File: config.mk
export PLATFORM = sky130hd
export DESIGN_NAME = csr_uart_char_flat
export DESIGN_NICKNAME = d
export VERILOG_FILES = /design/src/rtl/csr_uart_char_if.sv /design/src/rtl/csr_uart_char.sv /design/src/flat_wrapper.sv
export SDC_FILE = /design/constraint.sdc
export NUM_CORES = 1
export LEC_CHECK = 0
export CORE_MARGIN = 8
export CORE_UTILIZATION = 35
export CTS_BUF_LIST = sky130_fd_sc_hd__clkbuf_8
export CTS_CLUSTER_DIAMETER = 30
export DETAILED_ROUTE_END_ITERATION = 7
export HOLD_SLACK_MARGIN = 0.06
export PLACE_DENSITY = 0.65
export SLEW_MARGIN = 20
export SYNTH_ARGS = -nofsm -noshare
export SYNTH_HDL_FRONTEND = slang
export SYNTH_SLANG_ARGS = --single-unit
File: constraint.sdc
create_clock -name clk -period 3.5 [get_ports clk]
set_input_delay 0.7 -clock clk [delete_from_list [all_inputs] [get_ports clk]]
set_output_delay 0.7 -clock clk [all_outputs]
set_load 0.02 [all_outputs]
File: src/rtl/csr_uart_char_if.sv
// CSR bus bundle for csr_uart_char.
//
// Bus semantics: there is no ready. The master presents addr, read,
// modify and wdata for one clock. The slave answers one clock later with
// registered valid (address matched) and rdata. Both are zero when the
// slave is not addressed, so several slaves can be OR-ed together.
// rx_state_dbg / tx_state_dbg expose the internal FSM states for checkers.
interface csr_uart_char_if;
    logic        read;
    logic [2:0]  modify;
    logic [31:0] wdata;
    logic [11:0] addr;
    logic [31:0] rdata;
    logic        valid;
    logic [1:0]  rx_state_dbg;
    logic        tx_state_dbg;

    modport master (
        output read, modify, wdata, addr,
        input  rdata, valid, rx_state_dbg, tx_state_dbg
    );

    modport slave (
        input  read, modify, wdata, addr,
        output rdata, valid, rx_state_dbg, tx_state_dbg
    );
endinterface

File: src/rtl/csr_uart_char.sv
// CSR-mapped 8N1 character UART occupying a single CSR address.
// A write (modify 001) sends wdata[7:0]; a read returns
// {tx_busy, 22'b0, rx_valid, rx_byte} and consumes the pending byte.
// Optional build macro CSR_UART_LOOPBACK_EN feeds the receiver from the
// internal tx signal instead of the rx pin.
module csr_uart_char #(
    parameter int unsigned CLOCK_RATE = 12_000_000,
    parameter int unsigned BAUD_RATE  = 115200,
    parameter logic [11:0] BASE_ADDR  = 12'hBC0
) (
    input  logic           clk,
    input  logic           rstn,
    csr_uart_char_if.slave bus,
    input  logic           rx,
    output logic           tx
);
    // Clocks per bit; must be at least 2.
    localparam int unsigned DIV = CLOCK_RATE / BAUD_RATE;
    localparam int unsigned CW  = $clog2(DIV);
    localparam logic [CW-1:0] CNT_BIT  = CW'(DIV - 1);
    localparam logic [CW-1:0] CNT_HALF = CW'(DIV / 2);

    typedef enum logic [1:0] {RX_IDLE, RX_START, RX_DATA, RX_STOP} rx_state_t;
    typedef enum logic {TX_IDLE, TX_SEND} tx_state_t;

    rx_state_t     rx_state;
    logic [CW-1:0] rx_cnt;
    logic [2:0]    rx_bits;
    logic [7:0]    rx_shift;
    logic [7:0]    rx_byte;
    logic          rx_valid;
    logic          rx_src;
    logic          rx_meta;
    logic          rx_sync;

    tx_state_t     tx_state;
    logic [CW-1:0] tx_cnt;
    logic [3:0]    tx_bits;
    logic [8:0]    tx_shift;
    logic          tx_busy;

    logic select;
    logic tx_load;
    logic consume;
    logic unused_wdata;

    assign select  = (bus.addr == BASE_ADDR);
    assign tx_load = select && (bus.modify == 3'b001) && !tx_busy;
    assign consume = select && bus.read && rx_valid;

    assign unused_wdata     = ^bus.wdata[31:8];
    assign bus.rx_state_dbg = rx_state;
    assign bus.tx_state_dbg = tx_state;

`ifdef CSR_UART_LOOPBACK_EN
    logic unused_rx_pin;
    assign unused_rx_pin = rx;
    assign rx_src        = tx;
`else
    assign rx_src = rx;
`endif

    // Two-flop synchronizer for the asynchronous serial input.
    always_ff @(posedge clk) begin
        if (!rstn) begin
            rx_meta <= 1'b1;
            rx_sync <= 1'b1;
        end else begin
            rx_meta <= rx_src;
            rx_sync <= rx_meta;
        end
    end

    // Receiver: find start edge, confirm at mid-bit, sample 8 data bits and
    // the stop bit at bit centres. A completing byte overrides a consume.
    always_ff @(posedge clk) begin
        if (!rstn) begin
            rx_state <= RX_IDLE;
            rx_cnt   <= '0;
            rx_bits  <= '0;
            rx_shift <= '0;
            rx_byte  <= '0;
            rx_valid <= 1'b0;
        end else begin
            if (consume) begin
                rx_valid <= 1'b0;
            end
            case (rx_state)
                RX_IDLE: begin
                    if (!rx_sync) begin
                        rx_state <= RX_START;
                        rx_cnt   <= CNT_HALF;
                    end
                end
                RX_START: begin
                    if (rx_cnt == '0) begin
                        if (!rx_sync) begin
                            rx_state <= RX_DATA;
                            rx_cnt   <= CNT_BIT;
                            rx_bits  <= '0;
                        end else begin
                            rx_state <= RX_IDLE;
                        end
                    end else begin
                        rx_cnt <= rx_cnt - 1'b1;
                    end
                end
                RX_DATA: begin
                    if (rx_cnt == '0) begin
                        rx_shift <= {rx_sync, rx_shift[7:1]};
                        rx_cnt   <= CNT_BIT;
                        rx_bits  <= rx_bits + 1'b1;
                        if (rx_bits == 3'd7) begin
                            rx_state <= RX_STOP;
                        end
                    end else begin
                        rx_cnt <= rx_cnt - 1'b1;
                    end
                end
                RX_STOP: begin
                    if (rx_cnt == '0) begin
                        if (rx_sync) begin
                            rx_byte  <= rx_shift;
                            rx_valid <= 1'b1;
                        end
                        rx_state <= RX_IDLE;
                    end else begin
                        rx_cnt <= rx_cnt - 1'b1;
                    end
                end
                default: rx_state <= RX_IDLE;
            endcase
        end
    end

    // Transmitter: start bit goes out the cycle after the load, then d0..d7
    // and the stop bit; busy drops once the stop bit has lasted DIV clocks.
    always_ff @(posedge clk) begin
        if (!rstn) begin
            tx_state <= TX_IDLE;
            tx_cnt   <= '0;
            tx_bits  <= '0;
            tx_shift <= '1;
            tx_busy  <= 1'b0;
            tx       <= 1'b1;
        end else begin
            case (tx_state)
                TX_IDLE: begin
                    if (tx_load) begin
                        tx_state <= TX_SEND;
                        tx_shift <= {1'b1, bus.wdata[7:0]};
                        tx_cnt   <= CNT_BIT;
                        tx_bits  <= '0;
                        tx_busy  <= 1'b1;
                        tx       <= 1'b0;
                    end
                end
                TX_SEND: begin
                    if (tx_cnt == '0) begin
                        if (tx_bits == 4'd9) begin
                            tx_state <= TX_IDLE;
                            tx_busy  <= 1'b0;
                            tx       <= 1'b1;
                        end else begin
                            tx       <= tx_shift[0];
                            tx_shift <= {1'b1, tx_shift[8:1]};
                            tx_bits  <= tx_bits + 1'b1;
                            tx_cnt   <= CNT_BIT;
                        end
                    end else begin
                        tx_cnt <= tx_cnt - 1'b1;
                    end
                end
                default: tx_state <= TX_IDLE;
            endcase
        end
    end

    // CSR response: registered and zero unless addressed, using the
    // status as it stood before this cycle's updates.
    always_ff @(posedge clk) begin
        if (!rstn) begin
            bus.valid <= 1'b0;
            bus.rdata <= '0;
        end else begin
            bus.valid <= select;
            bus.rdata <= select ? {tx_busy, 22'b0, rx_valid, rx_byte} : 32'h0;
        end
    end
endmodule

File: src/flat_wrapper.sv
// flat-port wrapper written by rule: the top's interface ports become plain ports
module csr_uart_char_flat 
#(
    parameter int unsigned CLOCK_RATE = 12_000_000,
    parameter int unsigned BAUD_RATE  = 115200,
    parameter logic [11:0] BASE_ADDR  = 12'hBC0
)
  (clk, rstn, rx, tx, bus_read, bus_modify, bus_wdata, bus_addr, bus_rdata, bus_valid, bus_rx_state_dbg, bus_tx_state_dbg);
  csr_uart_char_if bus_i ();
  input  logic clk;
  input  logic rstn;
  input  logic rx;
  output logic tx;
  input wire logic [$bits(bus_i.read)-1:0] bus_read;
  input wire logic [$bits(bus_i.modify)-1:0] bus_modify;
  input wire logic [$bits(bus_i.wdata)-1:0] bus_wdata;
  input wire logic [$bits(bus_i.addr)-1:0] bus_addr;
  output wire logic [$bits(bus_i.rdata)-1:0] bus_rdata;
  output wire logic [$bits(bus_i.valid)-1:0] bus_valid;
  output wire logic [$bits(bus_i.rx_state_dbg)-1:0] bus_rx_state_dbg;
  output wire logic [$bits(bus_i.tx_state_dbg)-1:0] bus_tx_state_dbg;
  assign bus_i.read = bus_read;
  assign bus_i.modify = bus_modify;
  assign bus_i.wdata = bus_wdata;
  assign bus_i.addr = bus_addr;
  assign bus_rdata = bus_i.rdata;
  assign bus_valid = bus_i.valid;
  assign bus_rx_state_dbg = bus_i.rx_state_dbg;
  assign bus_tx_state_dbg = bus_i.tx_state_dbg;
  csr_uart_char #(.CLOCK_RATE(CLOCK_RATE), .BAUD_RATE(BAUD_RATE), .BASE_ADDR(BASE_ADDR)) u_core (.clk(clk), .rstn(rstn), .bus(bus_i), .rx(rx), .tx(tx));
endmodule
Yosys cells after proc, flatten, opt, wreduce, memory -nomap -nowiden
Index checks and enable logic that the tools add are counted.

cells by class
  reductions and logical operators = 19
  multiplexer cells = 45
  eq/ne operators = 20
  bitwise logic cells = 1
  add/sub/neg operators = 4

operators by type and width
  operator                                                                  number
  7-bit 2-to-1 mux                                                          8
  7-bit case mux with 4 select lines                                        1
  9-bit 2-to-1 mux                                                          3
  9-bit case mux with 2 select lines                                        1
  7-bit logical NOT                                                         2
  7-bit case mux with 2 select lines                                        1
  7-bit by 1-bit subtractor with 7-bit output (second input constant)       2
  1-bit 2-to-1 mux                                                          13
  12-bit == test (second input constant)                                    1
  2-bit 2-to-1 mux                                                          6
  4-bit 2-to-1 mux                                                          3
  2-bit inequality test (second input constant)                             6
  3-bit AND reduction                                                       4
  2-bit by 1-bit inequality test with 1-bit output (second input constant)  5
  3-bit 2-to-1 mux                                                          3
  2-bit case mux with 4 select lines                                        1
  4-bit case mux with 2 select lines                                        1
  2-bit AND reduction                                                       4
  3-bit inequality test (second input constant)                             2
  1-bit case mux with 2 select lines                                        3
  3-bit case mux with 2 select lines                                        1
  5-bit AND reduction                                                       1
  4-bit by 1-bit adder with 4-bit output (second input constant)            1
  2-bit == test (second input constant)                                     2
  11 further kinds                                                          14

word-level totals
  flip-flop bits (word level) = 87
  logic and storage cells = 106
  output and inout port bits = 37
  bits of input ports = 51

Longest topological paths before layout
  word-level depth = 7
  depth in mapped cells = 8

Worst setup path before layout
OpenSTA, ideal clock, no wires.

  path type = flip-flop to flip-flop
  from = reg u_core.rx_cnt[0]
  to = reg u_core.rx_cnt[5]
  clock period less this slack = 1.925 ns
  buffers on the path = 1
  setup time = 0.120 ns
  path slack = 1.575 ns
  cell stages (with the launch flop) = 8
  data arrival time = 1.805 ns
  cell sequence = dfxtp_1 -> inv_1 -> ha_1 -> or4b_1 -> buf_2 -> o31a_1 -> o221a_1 -> o31a_1

on the way
  word-level cells in the longest chain between the ends = 3
  elaborated cells on any way between the ends = 9
  those cells by class = 1 x add/sub; 2 x eq/ne; 4 x mux; 2 x reduce/logical

RTL lines
  item                                                                              RTL line              text
  start, declared                                                                   csr_uart_char.sv:27   logic [CW-1:0] rx_cnt;
  start signal, assigned                                                            csr_uart_char.sv:105  rx_cnt <= rx_cnt - 1'b1;
  start signal, assigned                                                            csr_uart_char.sv:117  rx_cnt <= rx_cnt - 1'b1;
  start signal, assigned                                                            csr_uart_char.sv:128  rx_cnt <= rx_cnt - 1'b1;
  7-bit by 1-bit subtractor with 7-bit output or 7-bit logical NOT (tied branches)  -
  7-bit 2-to-1 mux, or another cell as far along                                    csr_uart_char.sv:121  if (rx_cnt == '0) begin
  7-bit case mux with 4 select lines or 3-bit AND reduction (tied branches)         -

Several ways; a longest one is shown, not always the timed one. The select of a mux whose other input is x is not followed.
A chain may end at the register's enable or synchronous reset.

Worst setup path after layout
  from = reg u_core.tx_state, in the netlist u_core.bus.tx_state_dbg
  to = out bus_tx_state_dbg

RTL lines
  item                    RTL line              text
  start, declared         csr_uart_char.sv:36   tx_state_t tx_state;
  start signal, assigned  csr_uart_char.sv:140  tx_state <= TX_IDLE;
  start signal, assigned  csr_uart_char.sv:150  tx_state <= TX_SEND;
  start signal, assigned  csr_uart_char.sv:161  tx_state <= TX_IDLE;
  end, declared           flat_wrapper.sv:21    output wire logic [$bits(bus_i.tx_state_dbg)-1:0] bus_tx_state_dbg;

No word-level cell between the ends.

==> impl_metrics.json <==
{
  "area_delta_synth_final_pct": 21.0,
  "ys_ff_latch": 64,
  "tightest_slew_ns": 0.904,
  "min_path_type": "register to register",
  "dieArea_sq_um": 12500,
  "path_cells": "clkdlybuf4s50_1",
  "dpl-instance-area_sq_um": 3630,
  "yosys.area.top_type": "dfxtp_1",
  "timing.final.ws_setup_ns": 1.28,
  "synthCells": 349,
  "finalCritPeriodShare_pct": 63.4,
  "io_pins": 88,
  "fillerInstances": 870,
  "antenna_left": 0,
  "grt_pass1_vias": 2531,
  "cts_tree": "yes",
  "yosysSeqAreaShare_pct": 39.9,
  "drc": 0,
  "cts_sinks": 64,
  "whs_ns": 0.417,
  "cpPeakStageDelay_ns": 0.67,
  "drv_slew": 0,
  "drtIter0Drc": 125,
  "setup.worst_path.end_class": "primary output",
  "drive_gt1_share_pct": 9.41,
  "die_h_microns": 112,
  "cp.required_ns": 2.80,
  "clkSlewWorstSetupHoldPaths_ns": 0.07,
  "slew-limit-headroom_pct": 38.9,
  "layout.nets": 452,
  "grt_start_max_net_pins": 47,
  "netlist-cell-type-count": 58,
  "routed_via_density": 5.10,
  "num_rows": 35,
  "antenna_found_initial": 0,
  "synth-edff-count": 0,
  "diodes": 0,
  "clk_path_buf_depth": 2,
  "yosysWarnings": 0,
  "rr_worst_depth": 7,
  "dp_hpwl_microns": 5060,
  "post-route-util_pct": 42.8,
  "grtUsageTotal_pct": 11.6,
  "synthArstFlopShare_pct": 0,
  "synthTopCellsByArea": "dfxtp_1 (40%), mux2i_1 (8.4%), buf_4 (5.4%), ha_1 (5.1%), nor2_1 (4.4%)",
  "rsz0062_at_grt": "no",
  "p_leak_nw": 1.59,
  "grt_pass1_wl_microns": 12100,
  "cts_resized": 0,
  "clock_skew_ns": 0.0111,
  "crit_arrival_ns": 1.52,
  "vias": 2570,
  "cts_hold_buf": 0,
  "setup_viol": 0,
  "place.gp.congestion": 0.812,
  "synth.cell_area_sq_um": 3210,
  "cp_num_buf_inv": 1,
  "fmax_mhz": 451,
  "clkLatencyLatePin_ns": 0.34,
  "cp-start-kind": "register",
  "avgSynthCellArea_sq_um": 9.19,
  "coreArea_sq_um": 9060,
  "cts-htree-levels": 3,
  "layout_min_cycle_time_ns": 2.22,
  "cp.depth": 1,
  "root_buffer": "clkbuf_8",
  "cap_viol_max_count": 0,
  "setup_tns_ns": 0,
  "initial_core_util_pct": 35.4,
  "cpMaxStageDelayCell": "clkdlybuf4s50_1",
  "dp_slack_ns": 0.724,
  "wirelength_microns": 7100,
  "postCtsSetupBuffers": 0,
  "multi_input_comb_area_sq_um": 1730,
  "final_area_sq_um": 3880,
  "die_w_microns": 112,
  "power_density_nw_per_um2": 492,
  "grt_overflow": 0,
  "register_area_sq_um": 1280,
  "cts_buffers": 9,
  "synth_top_area_share_pct": 39.9,
  "avgRoutedWirePerCell_microns": 14.1,
  "outcome": "completed",
  "peakVddDrop_mv": 0.217,
  "critPathKind": "register to primary output",
  "synthFlopType": "dfxtp_1",
  "hold_depth": 1,
  "drt-pass1-iter-count": 4,
  "hold_viol": 0,
  "portBuffers": 41,
  "crit_family": "buffers and inverters",
  "worstPathMaxFanout": 11
}
report_power, final:
group | switching (mW) | internal (mW)
Clock | 0.316 | 0.482
Combinational | 0.209 | 0.132
Sequential | 0.0259 | 0.746
Total | 0.551 | 1.36
cell usage after synthesis (4+ instances only):
cell      number
buf_4         23
a31oi_1        5
nor4_1         5
nand2_1       12
mux2i_1       27
dfxtp_1       64
a31o_2         5
o21ai_0        7
nor2_1        38
and3_1        12
clkbuf_1      11
inv_1         12
nand2b_1       5
nor3_1         8
and2_1         7
nand3_1        9
a21oi_1       19
ha_1          13
a211oi_1      12
o31a_1         4
state kept, by name (all words and copies together) (netlist names), 3 cells and up, named ones only:
| register | count |
|---|---|
| u_core.tx_bits | 4 |
| u_core.tx_cnt | 7 |
| u_core.rx_cnt | 7 |
| u_core.tx_shift | 8 |
| u_core.rx_byte | 8 |
| u_core.bus.rdata | 10 |
| u_core.rx_bits | 3 |
| u_core.rx_shift | 8 |
cell families after synthesis:
kind of cell / after synthesis / synth area share [%]
other cells: 1 / 0.117
simple gates: 120 / 20.9
fa+ha+maj: 13 / 5.07
compound gates: 71 / 16.1
mux: 27 / 8.42
flops: 64 / 39.9
xor+xnor: 3 / 0.819
buf+inv: 50 / 8.66
final timing paths:
kind                           startpoint                end  slack (ns)
hold reg to reg            u_core.rx_meta     u_core.rx_sync        0.42
setup reg to reg         u_core.rx_cnt[0]  u_core.rx_byte[7]        1.33
hold / removal             u_core.rx_meta     u_core.rx_sync        0.42
setup / recovery  u_core.bus.tx_state_dbg   bus_tx_state_dbg        1.28
layer usage:
layer / routed length, microns / up-vias / share of wire, % / global-route usage, %
met5: 0 / - / 0 / 0
met4: 82 / 0 / 1.2 / 4.10
met3: 360 / 8 / 5.1 / 4.17
met2: 3490 / 54 / 49 / 19.5
met1: 3170 / 1212 / 45 / 13.3
li1: - / 1296 / - / -
cell usage in the layout, fill, tap and decap left out, drive strengths merged, types with 2 or more instances in the layout:
cell type      count
a31o               5
or2                2
a21oi             19
inv               16
mux2i             27
or4                2
nand2b             5
nor4b              3
ha                13
nand3b             2
nor3               8
and2               7
or3                3
nand2             12
xnor2              3
bufinv             3
a31oi              5
or4b               3
o21a               2
nor2              38
conb              22
buf                3
o31a               4
o21ai              8
o221a              3
and3              12
clkdlybuf4s50     41
nor4               6
a211oi            12
clkbuf             9
dfxtp             64
nand3             10
a2111oi            3
layout make-up:
type / instances / area share (%)
well taps: 111 / 3.58
multi-input cells: 256 / 44.6
repair buffers: 44 / 11.2
inverters: 13 / 1.26
clock inverters: 7 / 3.22
flip-flops and latches: 64 / 33.0
clock buffers: 9 / 3.19
stage by stage:
step | total power [mW] | instances
final | 1.91 | 504
after global routing | 1.99 | 504
after CTS | 1.92 | 504
after detailed placement | 1.13 | 488
after global placement | 1.12 | 488
after floorplan | 1.06 | 370
(Power assumes the default switching activity.)
